==> src/rtl/esteira_pkg.sv <==
// Shared definitions for the conveyor batch controller: FSM state encoding
// and default belt/count dimensions.
package esteira_pkg;

    typedef enum logic [1:0] {
        IDLE = 2'd0,
        RUN  = 2'd1,
        DONE = 2'd2
    } state_e;

    localparam int BELT_LEN_DEF = 10;
    localparam int CNT_W_DEF    = 4;

endpackage

==> src/rtl/esteira_belt.sv <==
// Belt occupancy shift register: bit 0 is the entry, bit BELT_LEN-1 the exit.
// EXIT_BIT is the product about to fall off the end on the next shift.
module esteira_belt
    import esteira_pkg::*;
#(
    parameter int BELT_LEN = BELT_LEN_DEF
) (
    input  logic                CLK,
    input  logic                RESET,
    input  logic                SHIFT_EN,
    input  logic                PROD,
    output logic [BELT_LEN-1:0] LEDS,
    output logic                EXIT_BIT
);

    logic [BELT_LEN-1:0] leds_q, leds_d;

    always_comb begin
        leds_d = leds_q;
        if (SHIFT_EN) begin
            leds_d = {leds_q[BELT_LEN-2:0], PROD};
        end
    end

    always_ff @(posedge CLK) begin
        if (RESET) begin
            leds_q <= '0;
        end else begin
            leds_q <= leds_d;
        end
    end

    assign LEDS     = leds_q;
    assign EXIT_BIT = leds_q[BELT_LEN-1];

endmodule

==> src/rtl/esteira_lote_ctrl.sv <==
// Conveyor batch controller: counts products leaving the belt against a loaded
// target, stops at completion and waits for ACK. Optional BATCHES output under
// macro ESTEIRA_BATCH_CNT_EN.
module esteira_lote_ctrl
    import esteira_pkg::*;
#(
    parameter int BELT_LEN = BELT_LEN_DEF,
    parameter int CNT_W    = CNT_W_DEF
) (
    input  logic                CLK,
    input  logic                RESET,
    input  logic [CNT_W-1:0]    TARGET,
    input  logic                REG,
    input  logic                PROD,
    input  logic                STEP,
    input  logic                ACK,
    output logic [BELT_LEN-1:0] LEDS,
    output logic [CNT_W-1:0]    COUNT,
    output logic [CNT_W-1:0]    TARGET_Q,
    output logic                BUSY,
    output logic                FIM
`ifdef ESTEIRA_BATCH_CNT_EN
    ,
    output logic [CNT_W-1:0]    BATCHES
`endif
);

    state_e           state_q, state_d;
    logic [CNT_W-1:0] count_q, count_d;
    logic [CNT_W-1:0] target_q, target_d;
    logic [CNT_W:0]   count_inc;
    logic             shift_en;
    logic             exit_bit;
    logic             done_hit;

    esteira_belt #(
        .BELT_LEN(BELT_LEN)
    ) u_belt (
        .CLK     (CLK),
        .RESET   (RESET),
        .SHIFT_EN(shift_en),
        .PROD    (PROD),
        .LEDS    (LEDS),
        .EXIT_BIT(exit_bit)
    );

    // One extra bit so the completion compare cannot alias on a wrapped count.
    assign count_inc = {1'b0, count_q} + (CNT_W+1)'(1);

    always_comb begin
        state_d  = state_q;
        count_d  = count_q;
        target_d = target_q;
        shift_en = 1'b0;
        done_hit = 1'b0;
        if (REG && (TARGET != '0)) begin
            target_d = TARGET;
            count_d  = '0;
            state_d  = RUN;
        end else begin
            case (state_q)
                IDLE: ;
                RUN: begin
                    if (STEP) begin
                        shift_en = 1'b1;
                        if (exit_bit) begin
                            count_d = count_inc[CNT_W-1:0];
                            if (count_inc == {1'b0, target_q}) begin
                                state_d  = DONE;
                                done_hit = 1'b1;
                            end
                        end
                    end
                end
                DONE: begin
                    if (ACK) begin
                        count_d = '0;
                        state_d = RUN;
                    end
                end
                default: state_d = IDLE;
            endcase
        end
    end

    always_ff @(posedge CLK) begin
        if (RESET) begin
            state_q  <= IDLE;
            count_q  <= '0;
            target_q <= '0;
        end else begin
            state_q  <= state_d;
            count_q  <= count_d;
            target_q <= target_d;
        end
    end

`ifdef ESTEIRA_BATCH_CNT_EN
    logic [CNT_W-1:0] batches_q, batches_d;

    always_comb begin
        batches_d = batches_q;
        if (done_hit) begin
            batches_d = batches_q + CNT_W'(1);
        end
    end

    always_ff @(posedge CLK) begin
        if (RESET) begin
            batches_q <= '0;
        end else begin
            batches_q <= batches_d;
        end
    end

    assign BATCHES = batches_q;
`endif

    assign COUNT    = count_q;
    assign TARGET_Q = target_q;
    assign BUSY     = (state_q == RUN);
    assign FIM      = (state_q == DONE);

endmodule

==> config.mk <==
export PLATFORM = sky130hd
export DESIGN_NAME = esteira_lote_ctrl
export DESIGN_NICKNAME = d
export VERILOG_FILES = /design/src/rtl/esteira_pkg.sv /design/src/rtl/esteira_belt.sv /design/src/rtl/esteira_lote_ctrl.sv
export SDC_FILE = /design/constraint.sdc
export NUM_CORES = 1
export LEC_CHECK = 0
export CORE_MARGIN = 1
export CORE_UTILIZATION = 25
export CTS_CLUSTER_DIAMETER = 30
export CTS_CLUSTER_SIZE = 28
export DETAILED_ROUTE_END_ITERATION = 16
export GPL_TIMING_DRIVEN = 0
export PLACE_DENSITY = 0.5
export SETUP_SLACK_MARGIN = 0.4
export SLEW_MARGIN = 10
export SYNTH_ARGS = -nofsm -noshare
export SYNTH_HDL_FRONTEND = slang
export SYNTH_SLANG_ARGS = --single-unit
==> constraint.sdc <==
create_clock -name CLK -period 4.46 [get_ports CLK]
set_input_delay 1.338 -clock CLK [delete_from_list [all_inputs] [get_ports CLK]]
set_output_delay 1.338 -clock CLK [all_outputs]
set_load 0.1 [all_outputs]
==> results of run 1 <==
## metal layers
metal | vias up | track usage, % | routed length [µm]
li1 | 400 | - | -
met1 | 360 | 13.2 | 890
met2 | 16 | 18.1 | 924
met3 | 5 | 1.84 | 62
met4 | 0 | 7.85 | 61
met5 | - | 0 | 0
## registers in the layout, summed over array words and instances (netlist names)
name / flops
u_belt.LEDS: 10
COUNT: 4
TARGET_Q: 4
state_q: 2
## cells by family after synthesis
| kind of cell | Yosys count | share of synthesized area [%] |
|---|---|---|
| AND/OR/NAND/NOR | 36 | 19.3 |
| XOR/XNOR | 5 | 4.82 |
| multiplexers | 11 | 12.1 |
| buffers and inverters | 6 | 3.86 |
| flip-flops | 20 | 44.1 |
| AO/OA/AOI/OAI | 17 | 14.5 |
| adder cells (fa/ha/maj) | 1 | 1.38 |
## synthesized netlist by cell type (all sizes together) (2+ instances only)
master	number
buf	3
xnor2	2
xor2	3
dfxtp	20
mux2i	11
nand3	2
nor2	15
clkbuf	2
nor2b	2
nand2	9
a21oi	8
## worst min-delay path: stages (launching register included)
cell and delay [ns]:
dfxtp_1 0.35, nand2_1 0.06, a21oi_1 0.05
## layout make-up
| type | instances | area (µm²) | area share (%) |
|---|---|---|---|
| timing repair buffer | 29 | 290 | 22.2 |
| tap | 46 | 57.6 | 4.40 |
| clock buffer | 3 | 22.5 | 1.72 |
| clock inverter | 1 | 30.0 | 2.29 |
| inverter | 1 | 3.75 | 0.287 |
| buffer | 5 | 31.3 | 2.39 |
| multi-input combinational | 70 | 473 | 36.1 |
| sequential | 20 | 400 | 30.6 |
## worst max-delay path by stage
stage | slack [ns] | from | to
floorplan | 1.40 | state_q[0] | BUSY
global placement | 1.24 | state_q[1] | FIM
detailed placement | 1.22 | state_q[1] | FIM
CTS | 0.87 | state_q[1] | FIM
global route | 0.80 | state_q[1] | FIM
finish | 0.88 | state_q[1] | FIM
## report_power, final
part	internal (mW)	switching (mW)	leakage, nW
clock	0.0909	0.0562	0.0279
sequential	0.182	0.00281	0.162
combinational	0.0193	0.0361	0.282
total	0.292	0.0950	0.472
## cells in the final DEF, fill, tap and decap left out, types with 2 or more instances in the layout
| cell | n |
|---|---|
| dfxtp_1 | 20 |
| xnor2_1 | 2 |
| clkbuf_1 | 2 |
| nor2b_1 | 2 |
| a21oi_1 | 8 |
| mux2i_1 | 11 |
| xor2_1 | 3 |
| nand2_1 | 9 |
| nand3_1 | 2 |
| clkbuf_4 | 3 |
| clkdlybuf4s50_1 | 29 |
| nor2_1 | 15 |
==> results.tsv, run 1 <==
metric	value	unit
skew	0.00104	ns
cts_post_setup_buffers_inserted	0	
critical_path_class	reg2out	
syn2layout_area_growth	44.1	%
ys_async_sr_fraction	0	%
drtIter0Drc	1	
period_minus_slack	3.58	ns
portBuffers	29	
worst_slew_pin_slew	0.973	ns
final_util	38.3	%
vdd_drop_max	0.135	mV
fp.dieW	62.3	µm
endpoint_kind	output pin	
synth_cell_types	32	
min_path_cells	2	
status	finished clean	
routed_via_density	4.46	
insertion_delay	0.30	ns
htree_levels	1	
die_area	0.00388	mm²
grt_max_degree	13	
drt_wl_total	1940	µm
drv_slew	0	
rows	21	
gp_congestion	0.782	
slew_headroom	34.9	%
synth_edf_count	0	
rsz0062_at_grt	no	
yosysSeqAreaShare	44.1	%
rr_worst_depth	5	
synth.avg_cell_area	9.46	µm²
synth_top_area_share	44.1	%
grt.overflow.total	0	
whs	0.506	ns
start_kind	register	
wl_per_cell	11.1	µm
leakage	0.472	nW
cts_root_buffer	clkbuf_4	
hpwlAfterDp	1490	µm
cpPeakStageDelay	1.19	ns
crit_slowest_cell	clkdlybuf4s50_1	
grt_pass1_vias	743	
fin_cells	175	
reg2reg_slack	2.89	ns
coreArea	0.00342	mm²
clk_pin_slew	0.11	ns
via_count	781	
syn_area	908	µm²
hold_buffers	0	
yosys.area.top_type	dfxtp_1	
nets	141	
reg2reg_to	state_q[0]	
grtUsageTotal	11.1	%
grt_pass1_wl	3370	µm
firstDrtPassIters	4	
dieHeight	62.3	µm
synth_seq_cells	20	
setup_viol_count_final	0	
start_util	26.6	%
place_area	0.00126	mm²
crit_buf_inv	2	
placed_cells	171	
post-place-ws	1.22	ns
yosys_warnings	0	
cpLargestDelayFamily	buffers and inverters	
cts.sink_count	20	
syn_inst	96	
finalPower	0.387	mW
holdPathEnd	TARGET_Q[1]	
worst_slack	0.885	ns
cp_cell_sequence	nor2b_1 -> clkbuf_1 -> clkdlybuf4s50_1	
fmax	280	MHz
p_per_area	296	mW/mm²
drc_errors	0	
worstReg2RegStart	COUNT[0]	
path_depth	3	
final_cell_area	0.00131	mm²
crit_fanout	6	
hp-class	reg2reg	
diodes	0	
finalHoldViolations	0	
clk_path_buf_depth	2	
arrival	2.24	ns
numCtsBuffers	3	
antenna_found_initial	0	
ctsResizeCount	0	
max-cap-violations	0	
cts_tree	built	
ioPinCount	30	
cp_data_required_time	3.12	ns
synth_nets	107	
ys.flop_type	dfxtp_1	
synth_area_leaders	dfxtp_1, mux2i_1, nor2_1	
drive_gt1_share	7.75	%
ant_nets	0	
nFillCells	377	
fin_setup_tns	0	ns
min_from	TARGET_Q[1]	
final.period_utilization	80.2	%
Power figures use the tool's default switching activity.
==> run 2: changes to the inputs <==
- clock period: 4.46 -> 3.42 ns (I/O delays scaled with it)
==> results.tsv, run 2 (same netlist as run 1, synthesis figures left out) <==
metric	value	unit	change
reg2reg_to	state_q[0]		
firstDrtPassIters	4		unchanged
cp_data_required_time	2.39	ns	-0.73 ns
gp_congestion	0.782		unchanged
drtIter0Drc	1		unchanged
place_area	0.00126	mm²	unchanged
slew_headroom	34.9	%	unchanged
final_common_cell	clkdlybuf4s50_1		
start_kind	register		
drc_errors	0		unchanged
skew	0.000725	ns	-0.000315 ns
holdPathEnd	TARGET_Q[1]		
clk_pin_slew	0.11	ns	about the same
grt.overflow.total	0		unchanged
routed_via_density	4.48		+0.38%
min_path_cells	2		unchanged
cts_tree	built		
ioPinCount	30		unchanged
p_per_area	384	mW/mm²	+30%
grt_pass1_vias	743		unchanged
path_depth	1		-2
numCtsBuffers	3		unchanged
max-cap-violations	0		unchanged
final_cell_area	0.00131	mm²	about the same
fin_cells	175		unchanged
arrival	1.90	ns	-0.34 ns
cts.sink_count	20		unchanged
hpwlAfterDp	1490	µm	unchanged
drive_gt1_share	8.53	%	+0.78 points
syn2layout_area_growth	44.2	%	about the same
final.period_utilization	85.7	%	
die_area	0.00388	mm²	unchanged
cpLargestDelayFamily	buffers and inverters		
hp-class	reg2reg		
ant_nets	0		unchanged
hold_buffers	0		unchanged
drt_wl_total	1950	µm	+0.57%
drv_slew	0		unchanged
rr_worst_depth	5		unchanged
status	finished clean		
crit_slowest_cell	clkdlybuf4s50_1		
period_minus_slack	2.93	ns	
insertion_delay	0.30	ns	about the same
vdd_drop_max	0.176	mV	+30%
nFillCells	374		-0.80%
leakage	0.532	nW	+13%
clk_path_buf_depth	2		unchanged
setup_viol_count_final	0		unchanged
crit_buf_inv	1		-1
fp.dieW	62.3	µm	unchanged
worstReg2RegStart	COUNT[0]		
grt_pass1_wl	3370	µm	unchanged
worst_slew_pin_slew	0.973	ns	unchanged
cpPeakStageDelay	1.17	ns	-0.02 ns
antenna_found_initial	0		unchanged
endpoint_kind	output pin		
fin_setup_tns	0	ns	unchanged
cts_root_buffer	clkbuf_4		
largest_reg_flops	10		unchanged
diodes	0		unchanged
critical_path_class	reg2out		
htree_levels	1		unchanged
portBuffers	29		unchanged
final_cell_mix	clkdlybuf4s50_1, dfxtp_1, nor2_1		
placed_cells	171		unchanged
fmax	341	MHz	
finalHoldViolations	0		unchanged
grtUsageTotal	11.1	%	unchanged
crit_fanout	5		-1
startpoint	TARGET_Q[2]		
nets	141		unchanged
min_from	TARGET_Q[1]		
rsz0062_at_grt	no		
start_util	26.6	%	unchanged
dieHeight	62.3	µm	unchanged
rows	21		unchanged
cp_cell_sequence	clkdlybuf4s50_1		
wl_per_cell	11.1	µm	+0.57%
reg2reg_slack	1.86	ns	-1.03 ns
grt_max_degree	13		unchanged
via_count	784		+0.38%
coreArea	0.00342	mm²	unchanged
run 2: area by class of cell:
| type | instances | area (µm²) | area share [%] |
|---|---|---|---|
| Sequential cell | 20 | 400 | 30.6 |
| Timing Repair Buffer | 29 | 292 | 22.3 |
| Tap cell | 46 | 57.6 | 4.39 |
| Clock buffer | 3 | 22.5 | 1.72 |
| Clock inverter | 1 | 30.0 | 2.29 |
| Multi-Input combinational cell | 70 | 473 | 36.1 |
| Buffer | 5 | 31.3 | 2.39 |
| Inverter | 1 | 3.75 | 0.287 |
run 2: metrics by stage:
stage / utilization, % / power (mW) / hold slack (ns) / setup slack [ns]
floorplan: - / 0.292 / 0.499 / 0.670
global placement: 36.8 / 0.319 / 0.488 / 0.514
detailed placement: 36.8 / 0.319 / 0.492 / 0.497
CTS: 38.2 / 0.514 / 0.512 / 0.412
global route: 38.4 / 0.532 / 0.522 / 0.424
finish: 38.4 / 0.504 / 0.506 / 0.490
run 2: power breakdown:
part,leakage (nW),total [mW],internal (mW),switching [mW]
sequential,0.162,0.240,0.237,0.00366
clock,0.0279,0.192,0.119,0.0731
combinational,0.342,0.0716,0.0246,0.0470
run 2: per-layer routing:
layer | track usage, % | up-vias | part of all wire, %
met5 | 0 | - | 0
met4 | 7.85 | 0 | 3.1
met3 | 1.84 | 5 | 3.2
met2 | 18.1 | 16 | 48
met1 | 13.2 | 363 | 46
li1 | - | 400 | -
run 2: worst max path at each step:
stage                             end  slack [ns]
final                     TARGET_Q[2]        0.49
after floorplan                  BUSY        0.67
after CTS                    COUNT[0]        0.41
after global placement            FIM        0.51
after detailed placement          FIM        0.50
after global routing      TARGET_Q[2]        0.42
run 2: repair_timing:
action,CTS,global route
buffers inserted,0,0
gates resized for setup,2,5
setup endpoints to repair,2,4
pin swaps,0,0
hold endpoints to repair,0,0
